**config.mk**
```make
export PLATFORM = sky130hd
export DESIGN_NAME = mem_arbiter
export DESIGN_NICKNAME = d
export VERILOG_FILES = /design/src/rtl/mem_arbiter_pkg.sv /design/src/rtl/mem_arbiter_rr_arbiter2.sv /design/src/rtl/mem_arbiter.sv
export SDC_FILE = /design/constraint.sdc
export NUM_CORES = 1
export LEC_CHECK = 0
export CORE_AREA = 2 2 140 142
export CTS_CLUSTER_DIAMETER = 150
export DETAILED_ROUTE_END_ITERATION = 10
export DIE_AREA = 0 0 142 144
export PLACE_DENSITY = 0.68
export SLEW_MARGIN = 25
export SYNTH_ARGS = -nofsm -noshare
export SYNTH_HDL_FRONTEND = slang
export SYNTH_SLANG_ARGS = --single-unit
```
**constraint.sdc**
```tcl
create_clock -name clk -period 2.1 [get_ports clk]
set_input_delay 0.315 -clock clk [delete_from_list [all_inputs] [get_ports clk]]
set_output_delay 0.315 -clock clk [all_outputs]
set_load 0.05 [all_outputs]
```
**src/rtl/mem_arbiter_pkg.sv**
```systemverilog
`default_nettype none
// ============================================================================
// Module      : mem_arbiter_pkg
// Description : Shared types and constants for the two-requester memory
//               arbiter: FSM state encoding, requester IDs and the memory
//               command record that is driven onto the memory port.
// Ports       : (package - none)
// Revision    : 1.0  initial release
// ============================================================================
package mem_arbiter_pkg;

  // Arbiter sequencing states
  typedef enum logic [2:0] {
    ST_IDLE     = 3'd0,
    ST_BUSY_CPU = 3'd1,
    ST_BUSY_DBG = 3'd2,
    ST_RESP_CPU = 3'd3,
    ST_RESP_DBG = 3'd4
  } state_e;

  // Requester identifiers; also the bit positions in the eligible vector
  localparam logic REQ_CPU = 1'b0;
  localparam logic REQ_DBG = 1'b1;

  // The command record is sized for the widest supported port; the top
  // zero-extends its inputs into it and slices its outputs back out.
  localparam int CMD_ADDR_MAX_W = 64;
  localparam int CMD_DATA_MAX_W = 64;

  typedef struct packed {
    logic                      we;
    logic [CMD_ADDR_MAX_W-1:0] addr;
    logic [CMD_DATA_MAX_W-1:0] wdata;
    logic [2:0]                size;
  } mem_cmd_t;

  localparam mem_cmd_t CMD_NONE = '0;

  // Assemble a command record from already-extended fields
  function automatic mem_cmd_t make_cmd(
    input logic                      we,
    input logic [CMD_ADDR_MAX_W-1:0] addr,
    input logic [CMD_DATA_MAX_W-1:0] wdata,
    input logic [2:0]                size
  );
    mem_cmd_t cmd;
    cmd.we    = we;
    cmd.addr  = addr;
    cmd.wdata = wdata;
    cmd.size  = size;
    return cmd;
  endfunction

endpackage
`default_nettype wire

```
**src/rtl/mem_arbiter_rr_arbiter2.sv**
```systemverilog
`default_nettype none
// ============================================================================
// Module      : rr_arbiter2
// Description : Combinational two-way round-robin pick. When both inputs are
//               eligible the requester that did not win the last tie is
//               chosen; a single eligible input always wins.
// Ports       : eligible [1:0] in  - bit REQ_CPU / bit REQ_DBG eligibility
//               last_dbg       in  - 1 when DBG won the most recent tie
//               winner         out - granted requester ID (REQ_CPU/REQ_DBG)
//               valid          out - at least one requester is eligible
// Revision    : 1.0  initial release
// ============================================================================
module rr_arbiter2
  import mem_arbiter_pkg::*;
(
  input  logic [1:0] eligible,
  input  logic       last_dbg,
  output logic       winner,
  output logic       valid
);

  always_comb begin
    valid  = |eligible;
    winner = REQ_CPU;
    if (&eligible) begin
      winner = last_dbg ? REQ_CPU : REQ_DBG;
    end else if (eligible[REQ_DBG]) begin
      winner = REQ_DBG;
    end
  end

endmodule
`default_nettype wire

```
**src/rtl/mem_arbiter.sv**
```systemverilog
`default_nettype none
// ============================================================================
// Module      : mem_arbiter
// Description : Shares a single-ported memory between the CPU datapath and a
//               debug/program-loader port. One transaction at a time over a
//               req/ack handshake, round-robin on ties, memory command driven
//               for exactly one cycle, registered read data returned with a
//               one-cycle ack.
// Ports       : clk, rst (async, active-low)
//               cpu_req/we/addr/wdata/size in, cpu_ack/rdata/stall out
//               dbg_req/we/addr/wdata/size in, dbg_ack/rdata out
//               dbg_lock in - blocks CPU grants while high
//               mem_read_address/mem_write_address/mem_write_data/
//               mem_write_enable/mem_size_and_sign out, mem_read_data in
// Revision    : 1.0  initial release
// ============================================================================
module mem_arbiter
  import mem_arbiter_pkg::*;
#(
  parameter int ADDR_W = 32,
  parameter int DATA_W = 32
) (
  input  logic              clk,
  input  logic              rst,

  input  logic              cpu_req,
  input  logic              cpu_we,
  input  logic [ADDR_W-1:0] cpu_addr,
  input  logic [DATA_W-1:0] cpu_wdata,
  input  logic [2:0]        cpu_size,
  output logic              cpu_ack,
  output logic [DATA_W-1:0] cpu_rdata,
  output logic              cpu_stall,

  input  logic              dbg_req,
  input  logic              dbg_we,
  input  logic [ADDR_W-1:0] dbg_addr,
  input  logic [DATA_W-1:0] dbg_wdata,
  input  logic [2:0]        dbg_size,
  output logic              dbg_ack,
  output logic [DATA_W-1:0] dbg_rdata,

  input  logic              dbg_lock,

  output logic [ADDR_W-1:0] mem_read_address,
  output logic [ADDR_W-1:0] mem_write_address,
  output logic [DATA_W-1:0] mem_write_data,
  output logic              mem_write_enable,
  output logic [2:0]        mem_size_and_sign,
  input  logic [DATA_W-1:0] mem_read_data
);

  state_e            state_q, state_d;
  logic              last_dbg_q, last_dbg_d;
  mem_cmd_t          cmd_q, cmd_d;
  logic              cpu_ack_q, cpu_ack_d;
  logic              dbg_ack_q, dbg_ack_d;
  logic [DATA_W-1:0] cpu_rdata_q, cpu_rdata_d;
  logic [DATA_W-1:0] dbg_rdata_q, dbg_rdata_d;

  logic [1:0]        w_eligible;
  logic              w_winner;
  logic              w_grant_valid;
  logic              w_cmd_unused;

  // The lock only masks the CPU request at arbitration time, so a CPU
  // transaction already past IDLE always runs to completion.
  assign w_eligible[REQ_CPU] = cpu_req & ~dbg_lock;
  assign w_eligible[REQ_DBG] = dbg_req;

  rr_arbiter2 u_rr (
    .eligible (w_eligible),
    .last_dbg (last_dbg_q),
    .winner   (w_winner),
    .valid    (w_grant_valid)
  );

  always_comb begin
    state_d     = state_q;
    last_dbg_d  = last_dbg_q;
    cmd_d       = CMD_NONE;   // memory port is idle unless entering BUSY
    cpu_ack_d   = 1'b0;
    dbg_ack_d   = 1'b0;
    cpu_rdata_d = cpu_rdata_q;
    dbg_rdata_d = dbg_rdata_q;

    case (state_q)
      ST_IDLE: begin
        if (w_grant_valid) begin
          // The fairness flag only moves when there was real contention
          if (&w_eligible) begin
            last_dbg_d = w_winner;
          end
          if (w_winner == REQ_DBG) begin
            state_d = ST_BUSY_DBG;
            cmd_d   = make_cmd(dbg_we, CMD_ADDR_MAX_W'(dbg_addr),
                               CMD_DATA_MAX_W'(dbg_wdata), dbg_size);
          end else begin
            state_d = ST_BUSY_CPU;
            cmd_d   = make_cmd(cpu_we, CMD_ADDR_MAX_W'(cpu_addr),
                               CMD_DATA_MAX_W'(cpu_wdata), cpu_size);
          end
        end
      end
      ST_BUSY_CPU: begin
        if (!cmd_q.we) begin
          cpu_rdata_d = mem_read_data;
        end
        cpu_ack_d = 1'b1;
        state_d   = ST_RESP_CPU;
      end
      ST_BUSY_DBG: begin
        if (!cmd_q.we) begin
          dbg_rdata_d = mem_read_data;
        end
        dbg_ack_d = 1'b1;
        state_d   = ST_RESP_DBG;
      end
      ST_RESP_CPU, ST_RESP_DBG: begin
        state_d = ST_IDLE;
      end
      default: begin
        state_d = ST_IDLE;
      end
    endcase
  end

  always_ff @(posedge clk or negedge rst) begin
    if (!rst) begin
      state_q     <= ST_IDLE;
      last_dbg_q  <= 1'b1;    // CPU wins the first tie after reset
      cmd_q       <= CMD_NONE;
      cpu_ack_q   <= 1'b0;
      dbg_ack_q   <= 1'b0;
      cpu_rdata_q <= '0;
      dbg_rdata_q <= '0;
    end else begin
      state_q     <= state_d;
      last_dbg_q  <= last_dbg_d;
      cmd_q       <= cmd_d;
      cpu_ack_q   <= cpu_ack_d;
      dbg_ack_q   <= dbg_ack_d;
      cpu_rdata_q <= cpu_rdata_d;
      dbg_rdata_q <= dbg_rdata_d;
    end
  end

  // The command register is non-zero only during BUSY, and an asynchronous
  // reset clears it immediately, dropping the write enable mid-cycle.
  assign mem_read_address  = cmd_q.addr[ADDR_W-1:0];
  assign mem_write_address = cmd_q.addr[ADDR_W-1:0];
  assign mem_write_data    = cmd_q.wdata[DATA_W-1:0];
  assign mem_write_enable  = cmd_q.we;
  assign mem_size_and_sign = cmd_q.size;

  // Upper bits of the wide command record are always zero
  assign w_cmd_unused = ^cmd_q;

  assign cpu_ack   = cpu_ack_q;
  assign dbg_ack   = dbg_ack_q;
  assign cpu_rdata = cpu_rdata_q;
  assign dbg_rdata = dbg_rdata_q;
  assign cpu_stall = cpu_req & ~cpu_ack_q;

endmodule
`default_nettype wire

```
==> results.py, run 1 <==
metrics = {
    "final_layout": {
        "diodes": 0,
        "postLayoutCoreUtil_pct": 51.9,
        "area_growth_pct": 67.1,
        "instances_no_fill": 1044,
        "nFillCells": 1706,
        "layout-drive-gt1-share_pct": 16.0,
        "multiInputGateArea_mm2": 0.00197,
        "regArea_mm2": 0.00345,
        "nNetsFinal": 966,
    },
    "clock_network": {
        "h-tree-depth": 4,
        "insertion_delay_ps": 410,
        "cts_buffers": 17,
        "cts_sinks": 138,
        "root_buffer": "clkbuf_16",
        "post_cts_resized": 0,
        "cts.path.max_buffers": 2,
        "cts_tree": "built",
        "cts.clk_slew.worst_paths_ps": 60,
    },
    "sta": {
        "tns_ps": 0,
        "fin_crit_sh_pct": 96.2,
        "rsz0062_at_grt": "no",
        "hold_ws_ps": 337,
        "fin_crit_ps": 2020,
        "skew_ps": 9.74,
        "slew_headroom_pct": 63.5,
        "worst_pin_slew_ps": 546,
        "drv_slew": 0,
        "finalSetupViolCount": 0,
        "max_freq_mhz": 495,
        "hold_viol": 0,
    },
    "die": {
        "io_pins": 340,
        "die_height_um": 144,
        "die_area_mm2": 0.0204,
        "num_rows": 51,
        "start_util_pct": 31.1,
        "core_mm2": 0.0191,
        "die_w_um": 142,
    },
    "route": {
        "vias_per_cell": 4.80,
        "ant_nets": 0,
        "wl_per_cell_um": 17.5,
        "drt_wl_total_um": 18200,
        "first_pass_iters": 4,
        "vias": 5007,
        "drc_errors": 0,
        "drt_iter0_markers": 166,
    },
    "place": {
        "port-buffer-count": 339,
        "placed_cells": 1011,
        "place.gp.congestion": 0.756,
        "dpl.hpwl_um": 12600,
    },
    "min_path": {
        "hp-class": "in -> async",
    },
    "power_and_ir_drop": {
        "ir_drop_v": 0.000593,
        "leakagePower_nw": 3.98,
        "power.density_mw_per_mm2": 1710,
    },
    "setup_path": {
        "cp-end-kind": "primary output",
        "crit_slowest_cell": "clkdlybuf4s50_1",
        "crit_chain": "clkdlybuf4s50_1",
        "crit_path_max_fanout": 2,
        "crit_arrival_ps": 1700,
        "crit_buf_inv": 1,
        "required_ps": 1780,
        "cp_top_family": "buffers and inverters",
        "criticalPathCategory": "reg -> out",
        "start_kind": "flip-flop",
        "slowest_delay_ps": 850,
    },
    "flow_run": {
        "cap_violations": 0,
    },
    "yosys": {
        "synth_top_area_cell": "dfrtp_1",
        "synthDistinctLibCells": 23,
        "ys_ff_latch": 138,
        "netlist_area_mm2": 0.00593,
        "yosysSeqAreaShare_pct": 58.3,
        "synth_top_area_share_pct": 57.8,
        "synth_area_per_cell_um2": 11.8,
        "synthCells": 503,
        "yosys_warnings": 0,
        "synthTopCellsByArea": "dfrtp_1 58%, nand3_1 11%, mux2_2 11%, a21oi_1 4.2%, buf_4 4.2%",
        "synth_nets": 676,
    },
    "global_route": {
        "antenna_found_initial": 0,
        "grt_pass1_wl_um": 27000,
        "grt_util_all_layers_pct": 17.2,
        "overflow": 0,
        "grt_pass1_vias": 4851,
        "grt_max_degree": 71,
    },
    "status": {
        "status": "finished, final reports clean",
    },
}
[cell usage after synthesis]
cell type	number
a21oi_1	50
a21oi_2	20
and2_1	1
buf_1	5
buf_2	6
buf_4	33
buf_6	11
clkbuf_1	25
dfrtp_1	137
dfstp_2	1
mux2_1	7
mux2_2	57
nand2b_1	1
nand3_1	136
nand3b_1	1
nand4b_1	1
nor2_1	1
nor2b_1	2
nor3_1	2
nor3b_1	2
nor4b_4	2
or3_1	1
xnor2_1	1
[metal layers]
metal | GRT usage [%] | up-vias | wire length, um | share of wire [%]
met4 | 4.95 | 0 | 229 | 1.3
met2 | 28.7 | 233 | 8940 | 49
met5 | 0 | - | 0 | 0
met1 | 20.5 | 2435 | 7410 | 41
met3 | 7.28 | 16 | 1650 | 9.0
li1 | - | 2323 | - | -
[logic make-up after synthesis]
kind of cell    synth area share [%]
flops                           58.3
mux                             12.2
buf+inv                         8.67
xor+xnor                       0.148
compound gates                  7.18
simple gates                    13.6
[worst paths after layout]
path	from	end	slack [ps]	depth (start not counted)
worst max register to register	state_q[0]	dbg_rdata[10]	470	3
worst min register to register	dbg_rdata[5]	dbg_rdata[5]	480	1
worst max-delay path	cpu_ack	cpu_ack	80	1
min in group clk	dbg_req	mem_write_data[6]	440	4
max in group asynchronous	rst	mem_write_data[4]	1140	3
worst min-delay path	rst	cpu_rdata[25]	340	2
[repair_timing]
item,4_1_cts,5_1_grt
hold buffers,1,0
hold endpoints to repair,22,0
buffers inserted,0,0
[stage by stage]
step / cell area (um2) / power [mW] / worst slack [ps]
2_1_floorplan: 5930 / 10.9 / 387
3_5_place_dp: 9300 / 14.1 / 378
5_1_grt: 9900 / 17.7 / 29.9
3_3_place_gp: 9300 / 14.0 / 408
4_1_cts: 9900 / 17.2 / 37.1
6_report: 9900 / 16.9 / 80.6
[registers in the layout (all words and copies together), names as in the netlist]
register / flops
cpu_ack: 1
dbg_ack: 1
state_q: 3
cpu_rdata: 32
mem_read_address: 32
mem_write_enable: 1
mem_write_data: 32
dbg_rdata: 32
last_dbg_q: 1
mem_size_and_sign: 3
[where the power goes]
group	switching (mW)	internal (mW)	leakage, nW
Sequential	0.591	3.74	1.75
Combinational	6.22	3.37	1.95
Clock	1.23	1.78	0.282
Total	8.04	8.89	3.98
[area by class of cell]
class                      instances  share of cell area (%)
clock buffer                      18                    4.33
clock inverter                    14                    1.64
multi-input combinational        285                    19.9
sequential                       138                    34.9
tap                              238                    3.01
timing repair buffer             351                    36.2
[cell usage in the layout (no fill, tap or decap), types with 2 or more instances in the layout]
master	count
clkinvlp_4	3
clkdlybuf4s50_1	335
mux2_2	57
nand3_1	136
inv_6	4
mux2_1	7
bufinv_16	2
inv_8	2
a21oi_1	50
nor3_1	2
buf_4	4
a21oi_2	20
dfrtp_1	137
clkbuf_16	17
clkinv_4	2
nor3b_1	2
buf_12	9
nor4b_4	2
(Power assumes the default switching activity.)
==> run 2: changes to the inputs <==
Settings changed: SETUP_SLACK_MARGIN set to 0.2.
==> run 2 against run 1 <==
  * Cell count is essentially flat
  * Highest routed layer unchanged
  * Clock skew is essentially flat
  * Critical endpoint is now mem_write_data[2]
  * Largest power group unchanged
  * Combinational power shrank 5.6%
  * Final area grew 0.37%
==> results.py, run 2 (synthesis gave the netlist of run 1 again) <==
metrics = {
    "die": {
        "die_area_mm2": 0.0204,
        "io_pins": 340,
        "core_mm2": 0.0191,
        "die_w_um": 142,
        "num_rows": 51,
        "start_util_pct": 31.1,
        "die_height_um": 144,
    },
    "sta": {
        "fin_crit_ps": 1860,
        "finalSetupViolCount": 0,
        "max_freq_mhz": 538,
        "rsz0062_at_grt": "no",
        "skew_ps": 9.93,
        "worst_pin_slew_ps": 546,
        "fin_crit_sh_pct": 88.5,
        "hold_viol": 0,
        "tns_ps": 0,
        "slew_headroom_pct": 63.5,
        "drv_slew": 0,
        "hold_ws_ps": 335,
    },
    "clock_network": {
        "cts_tree": "built",
        "h-tree-depth": 4,
        "root_buffer": "clkbuf_16",
        "cts.clk_slew.worst_paths_ps": 60,
        "cts_sinks": 138,
        "insertion_delay_ps": 410,
        "post-cts-setup-buffers": 0,
        "cts_buffers": 17,
        "cts.path.max_buffers": 2,
    },
    "final_layout": {
        "layout-drive-gt1-share_pct": 16.0,
        "nNetsFinal": 966,
        "postLayoutCoreUtil_pct": 52.1,
        "final_common_cell": "clkdlybuf4s50_1",
        "layout_common_cells": "173 x clkdlybuf4s50_1, 137 x dfrtp_1, 136 x nand3_1",
        "area_growth_pct": 67.7,
        "design_area_mm2": 0.00994,
    },
    "global_route": {
        "grt_max_degree": 71,
        "grt_pass1_wl_um": 27000,
        "antenna_found_initial": 0,
        "grt_pass1_vias": 4850,
        "grt_util_all_layers_pct": 17.3,
        "overflow": 0,
    },
    "route": {
        "drt_wl_total_um": 18400,
        "drc_errors": 0,
        "drt_iter0_markers": 130,
        "first_pass_iters": 4,
        "wl_per_cell_um": 17.6,
        "vias_per_cell": 4.79,
        "ant_nets": 0,
        "vias": 5008,
    },
    "power_and_ir_drop": {
        "power.density_mw_per_mm2": 1640,
        "leakagePower_nw": 5.14,
        "switchingPower_mw": 8.01,
        "power_switching_share_pct": 49.0,
        "p_comb_share_pct": 55.4,
        "ir_drop_v": 0.000583,
        "seqPwrFrac_pct": 26.2,
        "total_power_mw": 16.3,
        "p_clk_share_pct": 18.5,
        "intPower_mw": 8.33,
    },
    "place": {
        "dpl.hpwl_um": 12600,
        "place.gp.congestion": 0.756,
        "dpl_cell_area_mm2": 0.00930,
        "port-buffer-count": 339,
    },
    "min_path": {
        "hp-class": "in -> async",
    },
    "setup_path": {
        "slowest_delay_ps": 810,
        "crit_slowest_cell": "clkdlybuf4s50_1",
        "crit_path_max_fanout": 1,
        "crit_buf_inv": 1,
        "required_ps": 1780,
        "cp_top_family": "buffers and inverters",
        "start_kind": "flip-flop",
        "crit_chain": "clkdlybuf4s50_1",
        "criticalPathCategory": "reg -> out",
        "crit_arrival_ps": 1540,
        "r2r_slack_ps": 470,
        "cp-end-kind": "primary output",
    },
    "status": {
        "status": "finished, final reports clean",
    },
    "flow_run": {
        "cap_violations": 0,
    },
}
-- run 2: path summary, 6_finish.rpt --
kind / to / cells past startpoint / startpoint
max: mem_write_data[2] / 1 / mem_write_data[2]
min: cpu_rdata[25] / 2 / rst
max reg2reg: dbg_rdata[10] / 3 / state_q[0]
min reg2reg: dbg_rdata[5] / 1 / dbg_rdata[5]
max in group asynchronous: mem_write_data[4] / 3 / rst
min in group clk: mem_write_data[6] / 4 / dbg_req
-- run 2: metrics by stage --
stage	std cells	setup slack [ps]
3_5_place_dp	1011	378
6_report	1045	241
5_1_grt	1044	203
2_1_floorplan	503	387
3_3_place_gp	1011	408
4_1_cts	1044	200
-- run 2: what timing repair did --
| action | 4_1_cts | 5_1_grt |
|---|---|---|
| gates cloned | 0 | 0 |
| hold buffers | 1 | 0 |
| hold endpoints to repair | 22 | 0 |
| resized for setup | 99 | 63 |
| setup endpoints to repair | 101 | 63 |
-- run 2: power groups by stage --
stage          Combinational, mW  Clock, mW  Sequential (mW)
6_report                    9.05       3.02             4.28
2_1_floorplan               3.03          0             7.91
5_1_grt                     9.43       3.25             4.42
3_3_place_gp                9.62          0             4.36
3_5_place_dp                9.67          0             4.40
4_1_cts                     9.18       3.12             4.33
-- run 2: routing by layer --
layer  vias to the layer above  global-route usage, %  part of all wire (%)
met5                         -                      0                     0
met4                         0                   4.95                   1.2
met3                        16                   7.28                   9.5
met2                       232                   28.9                    50
met1                      2432                   20.6                    40
li1                       2328                      -                     -
-- run 2: layout make-up --
cell class / instances / area, um2
Antenna cell: 1 / 2.50
Clock buffer: 18 / 429
Clock inverter: 14 / 163
Fill cell: 1723 / 9140
Multi-Input combinational cell: 285 / 1970
Sequential cell: 138 / 3450
Tap cell: 238 / 298
Timing Repair Buffer: 351 / 3620
